File: config.mk
export PLATFORM = sky130hd
export DESIGN_NAME = bcd_to_bin
export DESIGN_NICKNAME = d
export VERILOG_FILES = /design/src/rtl/bcd_to_bin.sv
export SDC_FILE = /design/constraint.sdc
export NUM_CORES = 1
export LEC_CHECK = 0
export CAP_MARGIN = 15
export CORE_ASPECT_RATIO = 0.8
export CORE_UTILIZATION = 58
export CTS_BUF_LIST = sky130_fd_sc_hd__clkbuf_16
export DETAILED_ROUTE_END_ITERATION = 7
export PLACE_DENSITY = 0.87
export SYNTH_ARGS = -nofsm -noshare
export SYNTH_HDL_FRONTEND = slang
export SYNTH_SLANG_ARGS = --single-unit
export TNS_END_PERCENT = 5
File: constraint.sdc
create_clock -name clk -period 2.5 [get_ports clk]
set_input_delay 0.5 -clock clk [delete_from_list [all_inputs] [get_ports clk]]
set_output_delay 0.5 -clock clk [all_outputs]
set_load 0.02 [all_outputs]
File: src/rtl/bcd_to_bin.sv
// bcd_to_bin: sequential reverse double-dabble converter, NUM_SEGMENTS packed BCD digits -> 32-bit unsigned binary.
// Latency: valid pulses NUM_SEGMENTS*4 edges after the accepting edge; one conversion per NUM_SEGMENTS*4+2 cycles.
// Backpressure: start is honoured only while ready=1; requests during SHIFT/DONE are dropped, never queued.
module bcd_to_bin #(
   parameter int NUM_SEGMENTS = 8,
   parameter int CNT_W        = $clog2(NUM_SEGMENTS*4+1)
) (
   input  logic                      clk,
   input  logic                      reset,
   input  logic                      start,
   input  logic [NUM_SEGMENTS*4-1:0] bcd_in,
   output logic                      ready,
   output logic                      busy,
   output logic                      valid,
   output logic [31:0]               bin_out,
   output logic                      error
);

   // Width of both the BCD field and the binary field of the shift register.
   localparam int W = NUM_SEGMENTS*4;

   typedef enum logic [1:0] {
      IDLE  = 2'd0,
      SHIFT = 2'd1,
      DONE  = 2'd2
   } state_t;

   state_t           state;
   state_t           state_nxt;
   logic [CNT_W-1:0] cnt;
   logic [W-1:0]     bcd_q;
   logic [W-1:0]     bin_q;
   logic [W-1:0]     bcd_sh;
   logic [W-1:0]     bcd_adj;
   logic [W-1:0]     bin_sh;
   logic             err_q;
   logic             in_err;
   logic             last_shift;

   // Flag any incoming digit outside 0..9; evaluated only when a request is accepted.
   always_comb begin
      in_err = 1'b0;
      for (int i = 0; i < NUM_SEGMENTS; i++) begin
         if (bcd_in[4*i +: 4] > 4'd9) begin
            in_err = 1'b1;
         end
      end
   end

   // One reverse double-dabble step: shift {bcd,bin} right by one, then pull every
   // BCD digit that is now >= 8 back down by 3 (digits are independent, no carry).
   always_comb begin
      bin_sh  = {bcd_q[0], bin_q[W-1:1]};
      bcd_sh  = {1'b0, bcd_q[W-1:1]};
      bcd_adj = bcd_sh;
      for (int i = 0; i < NUM_SEGMENTS; i++) begin
         if (bcd_sh[4*i +: 4] >= 4'd8) begin
            bcd_adj[4*i +: 4] = bcd_sh[4*i +: 4] - 4'd3;
         end
      end
      last_shift = (state == SHIFT) && (cnt == CNT_W'(1));
   end

   // State register.
   always_ff @(posedge clk) begin
      if (reset) begin
         state <= IDLE;
      end else begin
         state <= state_nxt;
      end
   end

   // Next-state logic: IDLE -> SHIFT on start, SHIFT -> DONE after the last shift, DONE -> IDLE.
   always_comb begin
      state_nxt = state;
      case (state)
         IDLE:    if (start) state_nxt = SHIFT;
         SHIFT:   if (cnt == CNT_W'(1)) state_nxt = DONE;
         DONE:    state_nxt = IDLE;
         default: state_nxt = IDLE;
      endcase
   end

   // Handshake outputs decode directly from the state, so they are mutually exclusive.
   always_comb begin
      ready = (state == IDLE);
      busy  = (state == SHIFT);
      valid = (state == DONE);
   end

   // Datapath: load on accept, shift while converting, publish result on the edge entering DONE.
   always_ff @(posedge clk) begin
      if (reset) begin
         cnt     <= '0;
         bcd_q   <= '0;
         bin_q   <= '0;
         err_q   <= 1'b0;
         bin_out <= '0;
         error   <= 1'b0;
      end else begin
         case (state)
            IDLE: begin
               if (start) begin
                  bcd_q <= bcd_in;
                  bin_q <= '0;
                  err_q <= in_err;
                  cnt   <= CNT_W'(W);
               end
            end
            SHIFT: begin
               bcd_q <= bcd_adj;
               bin_q <= bin_sh;
               cnt   <= cnt - CNT_W'(1);
               if (last_shift) begin
                  // Illegal digits still run the full length but report zero.
                  bin_out <= err_q ? 32'd0 : 32'(bin_sh);
                  error   <= err_q;
               end
            end
            default: begin
            end
         endcase
      end
   end

endmodule

==> results.py, run 1 <==
metrics = {
    "timing": {
        "rsz0062_at_grt": "no",
        "fin_crit_ps": 2320,
        "clock_skew_ps": 9.55,
        "finalSetupViolations": 0,
        "timing.final.crit_share_pct": 92.7,
        "fmax_mhz": 432,
        "worstMarginPinSlew_ps": 937,
        "final_hold_viol_count": 0,
        "timing.hold.ws_ps": 453,
        "slew-limit-headroom_pct": 37.3,
        "finalMaxSlewViolations": 0,
        "finalSetupTns_ps": 0,
    },
    "worst_setup_path": {
        "cpMaxStageDelayCell": "clkdlybuf4s50_1",
        "critPathCaptureType": "primary output",
        "cp_cell_sequence": "buf_4, nor2b_1, clkdlybuf4s50_1",
        "crit_path_max_fanout": 32,
        "critPathLaunch": "state[1]",
        "worstSetupPathType": "flop to primary output",
        "ff2ff_path_depth": 5,
        "crit_path_max_incr_delay_ps": 600,
        "reg2reg_from": "state[1]",
        "startpoint_type": "flop",
        "arrival_ps": 1820,
        "cp.required_ps": 2000,
    },
    "layout": {
        "drive_gt1_share_pct": 6.48,
        "n_antenna_cell": 0,
        "area_growth_pct": 22.0,
        "fill_cells": 610,
        "nNetsFinal": 663,
    },
    "synth": {
        "avgSynthCellArea_um2": 8.49,
        "yosysSeqAreaShare_pct": 44.3,
        "synth_edf_count": 0,
        "synth_area_leader_cell": "dfxtp_1",
        "synth-seq-cells": 105,
        "synthTopCellsByCount": "105 x dfxtp_1, 86 x nand2_1, 73 x a21oi_1",
        "synthTopCellsByArea": "dfxtp_1 44%, a21oi_1 7.7%, nand2_1 6.8%",
        "ys_types": 42,
        "yosysMostFrequentCell": "dfxtp_1",
        "netlist.area_leader.share_pct": 44.3,
        "synth_ff_type": "dfxtp_1",
        "syn-num-nets": 610,
        "synth_area_mm2": 0.00474,
        "yosys_warnings": 0,
        "ys_async_sr_fraction_pct": 0,
        "synthCells": 559,
    },
    "hold_path": {
        "hold_path.class": "flop to flop",
        "hold_start": "bin_out[19]",
        "hold_path_depth": 2,
    },
    "global_routing": {
        "grt_max_degree": 56,
        "antenna_found_initial": 0,
        "grt_pass1_wl_um": 19100,
        "grt.total_usage_pct": 28.2,
        "overflow": 0,
        "grt_pass1_vias": 4069,
    },
    "floorplan": {
        "start_util_pct": 60.0,
        "placeableCoreArea_mm2": 0.00791,
        "dieHeight_um": 82.9,
        "fp.dieW_um": 103,
        "rows": 29,
        "io_pins": 71,
        "dieArea_mm2": 0.00855,
    },
    "pwr": {
        "p_leak_nw": 2.10,
        "peakVddDrop_mv": 0.519,
        "powerDensity_mw_per_mm2": 677,
    },
    "job": {
        "cap_viol_max_count": 0,
    },
    "detailed_routing": {
        "drc": 0,
        "drt-pass1-iter-count": 7,
        "drt_iter0_markers": 343,
        "antenna_left": 0,
        "vias": 4270,
        "via_per_inst": 5.89,
        "wirelength_um": 11600,
        "post_drt_wl_per_cell_um": 16.0,
    },
    "placed_design": {
        "gp_congestion": 0.804,
        "hpwl_um": 7560,
        "io_buffers": 70,
    },
    "status": {
        "status": "finished, final reports clean",
    },
    "clock_tree": {
        "cts_root_buf": "clkbuf_16",
        "tritoncts": "done",
        "post-cts-setup-buffers": 0,
        "cts_buffers": 9,
        "hold_buffers": 0,
        "clock-sinks": 105,
        "clockBufferDepth": 2,
        "path_clk_slew_ps": 70,
        "htreeDepth": 3,
        "clkLatencyLatePin_ps": 340,
        "ctsResizeCount": 0,
    },
}
## area by class of cell
cell class | instances | area [um2] | area share [%]
inverters | 19 | 71.3 | 1.23
clock inverters | 7 | 68.8 | 1.19
multi-input cells | 393 | 2370 | 41.0
well taps | 108 | 135 | 2.33
clock buffers | 9 | 225 | 3.89
flip-flops and latches | 105 | 2100 | 36.3
repair buffers | 84 | 813 | 14.1
## power by group
group / leakage [nW] / internal [W] / switching (W)
Clock: 0.145 / 0.000775 / 0.000614
Sequential: 0.853 / 0.00176 / 0.000113
Combinational: 1.10 / 0.000294 / 0.000362
Total: 2.10 / 0.00283 / 0.00109
## layout by cell type, fill, tap and decap left out, types with 14 or more instances in the layout
cell               n
nand3b_1          35
dfxtp_1          105
a22o_1            18
nor2_1            34
nand2_1           86
clkdlybuf4s50_1   69
inv_1             18
ha_1              16
a2bb2oi_1         14
a21oi_1           73
nand3_1           23
## critical path: cells and delay by family, from the launching register on
family                 cells  cell delay (ps)
flip-flops                 1              350
buffers and inverters      2              940
AND/OR/NAND/NOR            1              170
## metrics by stage
step	instances	area [um2]	total power, W	setup WS, ps	utilization, %
final	725	5790	0.00392	183	73.2
after floorplan	559	4740	0.00233	702	-
after global placement	709	5490	0.00251	100	69.5
after global routing	725	5790	0.00406	132	73.2
after CTS	725	5790	0.00392	185	73.2
after detailed placement	709	5490	0.00255	17.0	69.5
## kinds of logic (layout without fill, tap and decap cells)
group	after synthesis	in the layout	share of synthesized area, %
AND/OR/NAND/NOR	214	214	22.4
flip-flops	105	105	44.3
XOR/XNOR	14	14	2.59
buffers and inverters	61	119	5.72
adder cells (fa/ha/maj)	16	16	4.22
multiplexers	1	1	0.237
AO/OA/AOI/OAI	148	148	20.5
## metal layers
metal | global-route usage [%] | vias to the layer above | part of all wire [%]
li1 | - | 2050 | -
met1 | 38.7 | 2044 | 44
met2 | 45.0 | 153 | 48
met3 | 5.64 | 23 | 6.7
met4 | 8.07 | 0 | 1.5
met5 | 0 | - | 0
## flip-flops by register name (all words and copies together), names as in the netlist
signal / cells
cnt: 6
bcd_q: 32
bin_out: 32
state: 2
error: 1
bin_q: 31
err_q: 1
## worst paths after layout
kind	to	slack, ps
min	bin_out[19]	450
max	valid	180
min reg2reg	bin_out[19]	450
max reg2reg	bcd_q[8]	400
Power figures use the tool's default switching activity.
==> run 2, diff against run 1 <==
ABC_CLOCK_PERIOD_IN_PS = 2500   (was unset)
==> results of run 2 <==
The final DEF is identical to that of run 1; final timing and power are the same.
